--- src/rtl/wowa_sar_sequencer.sv ---
// wowa_sar_sequencer: runs the shared 8-bit DAC and comparator through an
// 8-step successive-approximation search. A run is either a measurement,
// which is corrected by the stored offset, or an offset calibration.
// SETTLE_CYCLES must lie in 3..15. It includes the 2-flop synchronizer latency.
module wowa_sar_sequencer #(
  parameter int unsigned SETTLE_CYCLES = 4
) (
  input  logic       clk,
  input  logic       rst_n,
  input  logic       start,
  input  logic       calib_req,
  input  logic       abort,
  input  logic       use_ext_thresh,
  input  logic       comp_out,
  output logic [7:0] dac_set,
  output logic       comp_nen,
  output logic       do_calibrate,
  output logic       thresh_sel,
  output logic       busy,
  output logic [7:0] result,
  output logic       result_ready,
  output logic       cal_valid
);

  typedef enum logic [1:0] {IDLE, ENABLE, TRIAL, DONE} state_t;
  typedef enum logic {MODE_MEAS, MODE_CAL} mode_t;

  localparam int CW = 4;
  localparam logic [CW-1:0] CNT_LAST = CW'(SETTLE_CYCLES - 1);

  state_t        state, state_n;
  mode_t         mode, mode_n;
  logic          comp_meta, comp_s;
  logic [7:0]    raw, raw_n;
  logic [2:0]    bit_idx, bit_n;
  logic [CW-1:0] cnt, cnt_n;
  logic [7:0]    cal_code, cal_code_n;
  logic [7:0]    result_n, dac_n;
  logic          ready_n, cal_valid_n, thresh_n;

  // Bring the asynchronous comparator output into the clk domain
  always_ff @(posedge clk or negedge rst_n) begin
    if (!rst_n) begin
      comp_meta <= 1'b0;
      comp_s    <= 1'b0;
    end else begin
      comp_meta <= comp_out;
      comp_s    <= comp_meta;
    end
  end

  // Next-state and datapath logic. An abort overrides everything a run would update.
  always_comb begin
    state_n     = state;
    mode_n      = mode;
    raw_n       = raw;
    bit_n       = bit_idx;
    cnt_n       = cnt;
    thresh_n    = thresh_sel;
    result_n    = result;
    ready_n     = 1'b0;
    cal_code_n  = cal_code;
    cal_valid_n = cal_valid;
    case (state)
      IDLE: begin
        if (calib_req) begin
          state_n  = ENABLE;
          mode_n   = MODE_CAL;
          thresh_n = use_ext_thresh;
        end else if (start) begin
          state_n  = ENABLE;
          mode_n   = MODE_MEAS;
          thresh_n = use_ext_thresh;
        end
      end
      ENABLE: begin
        raw_n   = 8'h00;
        bit_n   = 3'd7;
        cnt_n   = '0;
        state_n = TRIAL;
      end
      TRIAL: begin
        if (cnt == CNT_LAST) begin
          raw_n = raw | (8'(comp_s) << bit_idx);
          cnt_n = '0;
          if (bit_idx == 3'd0) begin
            state_n = DONE;
            if (mode == MODE_CAL) begin
              cal_code_n  = raw_n;
              cal_valid_n = 1'b1;
            end else begin
              result_n = (raw_n >= cal_code) ? (raw_n - cal_code) : 8'h00;
              ready_n  = 1'b1;
            end
          end else begin
            bit_n = bit_idx - 3'd1;
          end
        end else begin
          cnt_n = cnt + 1'b1;
        end
      end
      DONE: state_n = IDLE;
      default: state_n = IDLE;
    endcase
    if (abort && (state != IDLE)) begin
      state_n     = IDLE;
      raw_n       = raw;
      bit_n       = bit_idx;
      cnt_n       = cnt;
      result_n    = result;
      ready_n     = 1'b0;
      cal_code_n  = cal_code;
      cal_valid_n = cal_valid;
    end
    dac_n = (state_n == TRIAL) ? (raw_n | (8'd1 << bit_n)) : raw_n;
  end

  // Register state, datapath and all pins driven to the analog macro
  always_ff @(posedge clk or negedge rst_n) begin
    if (!rst_n) begin
      state        <= IDLE;
      mode         <= MODE_MEAS;
      raw          <= 8'h00;
      bit_idx      <= 3'd7;
      cnt          <= '0;
      cal_code     <= 8'h00;
      cal_valid    <= 1'b0;
      result       <= 8'h00;
      result_ready <= 1'b0;
      thresh_sel   <= 1'b0;
      dac_set      <= 8'h00;
      comp_nen     <= 1'b1;
      do_calibrate <= 1'b0;
    end else begin
      state        <= state_n;
      mode         <= mode_n;
      raw          <= raw_n;
      bit_idx      <= bit_n;
      cnt          <= cnt_n;
      cal_code     <= cal_code_n;
      cal_valid    <= cal_valid_n;
      result       <= result_n;
      result_ready <= ready_n;
      thresh_sel   <= thresh_n;
      dac_set      <= dac_n;
      comp_nen     <= (state_n == IDLE);
      do_calibrate <= (state_n != IDLE) && (mode_n == MODE_CAL);
    end
  end

  assign busy = (state != IDLE);

endmodule

--- config.mk ---
export PLATFORM = sky130hd
export DESIGN_NAME = wowa_sar_sequencer
export DESIGN_NICKNAME = d
export VERILOG_FILES = /design/src/rtl/wowa_sar_sequencer.sv
export SDC_FILE = /design/constraint.sdc
export NUM_CORES = 1
export LEC_CHECK = 0
export ABC_AREA = 1
export BUFFER_PORTS_ARGS = -buffer_cell sky130_fd_sc_hd__buf_2
export CAP_MARGIN = 20
export CELL_PAD_IN_SITES_DETAIL_PLACEMENT = 1
export CELL_PAD_IN_SITES_GLOBAL_PLACEMENT = 1
export CORE_ASPECT_RATIO = 1.1
export CORE_MARGIN = 8
export CORE_UTILIZATION = 47
export DETAILED_ROUTE_END_ITERATION = 8
export PLACE_DENSITY_LB_ADDON = 0.1
export SETUP_SLACK_MARGIN = 0.05
export SKIP_CTS_REPAIR_TIMING = 1
export SYNTH_ARGS = -nofsm -noshare
export SYNTH_HDL_FRONTEND = slang
export SYNTH_SLANG_ARGS = --single-unit
--- constraint.sdc ---
create_clock -name clk -period 3.3 [get_ports clk]
set_input_delay 0.33 -clock clk [delete_from_list [all_inputs] [get_ports clk]]
set_output_delay 0.33 -clock clk [all_outputs]
set_load 0.01 [all_outputs]
### Word level (Yosys, flattened, before mapping)

Index checks and enable logic that the tools add are counted.

| word-level totals | value |
|---|---|
| flip-flop bits (word level) | 49 |
| output and inout port bits | 22 |

| operators by class | value |
|---|---|
| add/sub/neg operators | 3 |
| order comparisons | 1 |
| equal/unequal tests | 5 |
| shift operators | 2 |
| mux-type cells | 27 |
| bitwise logic cells | 4 |
| reduce and logical (&&, ||, !) cells | 13 |

Operators by type and width:

| kind | count |
|---|---|
| 8-bit two-way mux | 4 |
| 8-bit bitwise OR | 2 |
| 8-bit one-hot mux with 2 select lines | 1 |
| 1-bit two-way mux | 10 |
| 2-bit two-way mux | 5 |
| 5-bit AND reduction | 2 |
| 3-bit two-way mux | 3 |
| 8-bit >= comparator | 1 |
| 2-bit one-hot mux with 4 select lines | 1 |
| 4-bit one-hot mux with 2 select lines | 1 |
| 2-bit nonzero test | 4 |
| 1-bit by 3-bit << shifter with 8-bit output | 1 |
| 1-bit by 3-bit << shifter with 8-bit output, first input constant | 1 |
| 8-bit subtractor | 1 |
| 2-bit equality test, second input constant | 3 |
| 3-bit one-hot mux with 2 select lines | 1 |
| 4-bit by 1-bit adder with 4-bit output, second input constant | 1 |
| 4-bit by 2-bit equality test with 1-bit output, second input constant | 1 |
| 2-bit zero test | 2 |
| 4-bit two-way mux | 1 |
| 2-bit AND reduction | 2 |
| 3-bit zero test | 1 |
| 3-bit by 1-bit subtractor with 3-bit output, second input constant | 1 |
| 2-bit by 1-bit equality test with 1-bit output, second input constant | 1 |
| 2 further kinds | 4 |

### Longest topological paths before layout

| depth | value |
|---|---|
| word-level depth | 8 |
| depth in mapped cells | 14 |
| gate-level depth less buffers | 14 |

### Worst setup path before layout

OpenSTA, ideal clock, no wires.

| path | value |
|---|---|
| path kind | reg-to-reg |
| start point | register bit_idx[0] |
| end point | register result[0] |
| data arrival time | 2.136 ns |
| required time | 3.217 ns |
| path slack | 1.082 ns |
| stages on the path, launching flop included | 12 |
| buffers on the path | 0 |
| period minus slack after synthesis | 2.218 ns |
| path through | dfstp_2 -> inv_1 -> nand3_1 -> o21ai_0 -> inv_1 -> ha_1 -> fa_1 -> o21ai_0 -> o21ai_0 -> nand2_1 -> nand2_1 -> o21ai_0 |

| between the ends | value |
|---|---|
| cells in the longest elaborated chain, start to end | 4 |
| elaborated cells between the ends (all ways) | 7 |
| those cells by class | add/sub (1); order compare (1); shift (1); mux (1); bitwise (1); reduce/logical (2) |

Ends and longest elaborated chain:

| what | line | source |
|---|---|---|
| start, declared | 35 | `logic [2:0] bit_idx, bit_n;` |
| start signal, assigned | 138 | `bit_idx <= bit_n;` |
| 1-bit by 3-bit << shifter with 8-bit output | 84 | `raw_n = raw \| (8'(comp_s) << bit_idx);` |
| 8-bit bitwise OR | 84 |  |
| 8-bit subtractor / 8-bit >= comparator (equally long branches) | 92 | `result_n = (raw_n >= cal_code) ? (raw_n - cal_code) : 8'h00;` |
| 8-bit two-way mux | 92 |  |
| end signal, assigned | 142 | `result <= result_n;` |
| end, declared | 20 | `output logic [7:0] result,` |

Parallel ways exist; a longest one is shown, timed or not.
A chain may end at the register's enable or synchronous reset.

### Final worst setup path

| path | value |
|---|---|
| start point | register bit_idx[0] |
| end point | register result[4] |

Same word-level chain as after synthesis.

==> key figures <==
Clock network
  • H-tree depth: 2
  • CTS Buf Count: 5
  • CTS tree: built
  • CTS root buf: clkbuf_8
  • Worst-skew pair later-pin latency: 0.31 ns
  • Clk sink count: 49
  • Clock transition at path regs: 0.09 ns
  • Clk buf depth: 2

Yosys
  • Unique masters post-synth: 36
  • Yosys warns: 0
  • Synth Area in Compound Gates: 0.08845
  • Post-synthesis simple-gate area fraction: 0.2573
  • Mux contribution to synthesized area: 0.004280
  • Avg Cell Area, Syn: 8.571 µm²
  • Synthesized area: 2631 µm²
  • Mapped Cells: 307
  • Synth Area in XOR/XNOR: 0.01997
  • #FFs+latches synth: 49
  • Main combinational cell family by area after synthesis: simple AND/OR/NAND/NOR gates
  • Adder-cell area share of the yosys netlist: 0.07418
  • Seq/Total Area, Yosys: 0.4679
  • Synthesized Nets: 329

Detailed routing
  • Via count: 2093
  • Initial DRC Count: 86
  • Avg Vias per Cell: 5.019
  • Residual DRC: 0
  • Routed len/inst: 15.48 µm
  • TritonRoute pass-1 iters: 4
  • Overall routed net length: 6.456 mm
  • Routed Antenna Nets: 0

Cells and area
  • Most frequent cells in the layout: nand2_1, inv_1, dfrtp_1
  • Number of diodes: 0
  • Non-filler instance count after layout: 417
  • Synthesis-to-finish area growth: 14.08%
  • Register area: 1231 µm²
  • Fraction of layout cells with a size suffix above 1: 0.1842
  • Multi-input combinational cell area: 1169 µm²
  • Post-Route Utilization: 0.5564
  • Final nets: 363
  • Fillers: 692
  • Most common cell after layout, fill and taps aside: nand2_1

Power
  • Leakage: 0.001704 µW
  • Peak supply drop: 0.4372 mV
  • P per Cell Area: 761.2 nW/µm²
  • Pwr Total: 2285 µW

Floorplanning
  • Die X: 87.34 µm
  • Core ar.: 5395 µm²
  • Die area: 8251 µm²
  • IO Count: 29
  • Rows: 28
  • Die span in y: 94.48 µm
  • Initial Util: 0.4877

Flow run
  • Max-capacitance violation count: 0

Place
  • Setup WS pre-CTS: 0.7275 ns
  • Routability cong.: 0.8442
  • Number of port buffers: 28
  • DP HPWL: 4.958 mm
  • Number of instances in the placed design: 407

Timing
  • Tcrit/Tclk final: 0.7944
  • Worst-Margin Slew: 0.4841 ns
  • Post-route clock skew: 0.005203 ns
  • RSZ-0062 raised after global routing: false
  • Max-slew violations: 0
  • Setup-failing EPs final: 0
  • Relative slew slack: 0.6763
  • Setup WS post-layout: 0.6786 ns
  • Minimum clock period: 2.621 ns
  • Setup TNS: 0 ns
  • Final hold vios: 0
  • Fmax: 381.5 MHz

Status
  • Status: finished clean

Critical path
  • Slowest CP cell: fa_1
  • Slowest cell delay on critical path: 0.40 ns
  • CP Launch Point: bit_idx[0]
  • Crit path capture type: register
  • Internal reg-to-reg setup slack: 0.68 ns
  • Setup CP Type: register to register
  • Critical Path Sink: result[4]
  • Critical path arrival: 2.84 ns
  • R2R depth: 11
  • Critical R2R Capture: result[4]
  • Worst setup SP type: register
  • RR Startpoint: bit_idx[0]
  • Crit path max fanout: 6
  • Most used cell, CP: o21ai_0
  • Req. time, crit path: 3.52 ns
  • Crit path cell chain: inv_1, nand3_1, o21ai_0, inv_1, ha_1, fa_1, o21ai_0, o21ai_0, nand2_1, nand2_1, o21ai_0

GRT
  • Grt ovf: 0
  • First-pass GRT wire length: 10.96 mm
  • GR Util met1: 0.1974
  • Global-route usage over all layers: 0.1696
  • M3 GR Usage: 0.03128
  • GR Util met2: 0.3091
  • Vias in the first global route: 2247
  • GR peak layer: met2
  • Largest net degree at the start of global routing: 50
  • Initial antenna violation count: 0

Worst hold path
  • HP Class: input port to register
==> cell families (layout without fill, tap and decap cells) <==
kind of cell	Yosys count	after routing
AO/OA/AOI/OAI	41	41
multiplexers	1	1
AND/OR/NAND/NOR	136	136
XOR/XNOR	6	6
buffers and inverters	59	94
adder cells (fa/ha/maj)	15	15
flip-flops	49	49
==> area by class of cell <==
cell class / instances / area share
Inverter: 56 / 0.07253
Timing Repair Buffer: 30 / 0.05669
Sequential cell: 49 / 0.4102
Multi-Input combinational cell: 199 / 0.3893
Clock inverter: 2 / 0.01251
Tap cell: 75 / 0.03126
Clock buffer: 6 / 0.02751
==> per-stage QoR <==
stage               hold slack (ns)  area, µm²
floorplan                   0.03441       2631
global placement             0.3335       2851
finish                       0.1245       3002
detailed placement           0.3550       2851
CTS                          0.1250       2972
global route                 0.1122       3002
==> worst min path at each step <==
| stage | startpoint | slack, ns | cells after the start | end |
|---|---|---|---|---|
| 6_report | comp_out | 0.12 | 1 | comp_meta |
| 5_1_grt | comp_out | 0.11 | 1 | comp_meta |
| 4_1_cts | comp_out | 0.13 | 1 | comp_meta |
| 3_5_place_dp | comp_meta | 0.35 | 0 | comp_s |
| 3_3_place_gp | comp_meta | 0.33 | 0 | comp_s |
| 2_1_floorplan | rst_n | 0.03 | 0 | cal_code[0] |
==> routing by layer <==
layer | vias up | wire length [µm]
met5 | - | 0
met4 | 0 | 50
met3 | 4 | 161
met2 | 18 | 3449
met1 | 1038 | 2795
li1 | 1033 | -
==> synthesized netlist by cell type <==
master	instances	area, µm²
nand3_1	17	85.08
inv_1	51	191.4
nor3_1	3	15.01
o21bai_1	3	22.52
or2_2	1	6.260
and2_1	1	6.260
inv_4	1	6.260
nand2_1	74	277.8
o21ai_0	19	95.09
xnor2_1	3	26.28
ha_1	14	175.2
inv_6	1	8.760
a21o_1	1	7.510
inv_2	3	11.26
nor2_4	1	11.26
nor2_2	4	25.02
fa_1	1	20.02
o211ai_1	5	37.54
nor3_2	1	10.01
a21oi_1	10	50.05
buf_2	2	10.01
mux2_2	1	11.26
nand3b_1	1	7.510
nor4_4	1	21.27
nand2_4	3	33.78
dfstp_2	4	105.1
nand2_2	2	12.51
a41oi_1	1	8.760
dfrtp_1	45	1126
o21ai_1	1	5.000
xor2_1	3	26.28
clkbuf_1	1	3.750
nor2_1	18	67.56
nand4_1	6	37.54
o22ai_1	1	6.260
nor2_8	3	60.06
==> where the power goes <==
part / leakage [µW] / internal (µW) / total (µW) / switching [µW]
Combinational: 0.00101 / 332 / 1040 / 709
Sequential: 0.000639 / 716 / 785 / 69.0
Clock: 0.0000574 / 247 / 458 / 211
==> state kept, by name, indices dropped and copies added (netlist names) <==
name / cells
cal_code: 8
thresh_sel: 1
dac_set: 8
raw: 8
comp_meta: 1
do_calibrate: 1
result_ready: 1
result: 8
bit_idx: 3
state: 2
comp_s: 1
comp_nen: 1
cal_valid: 1
mode: 1
cnt: 4
==> critical path: cells and delay by family (launching register included) <==
kind            cells  cell delay [ns]
compound gates      4             0.91
fa+ha+maj           2             0.61
flops               1             0.39
simple gates        3             0.38
buf+inv             2             0.24
(Power assumes the default switching activity.)
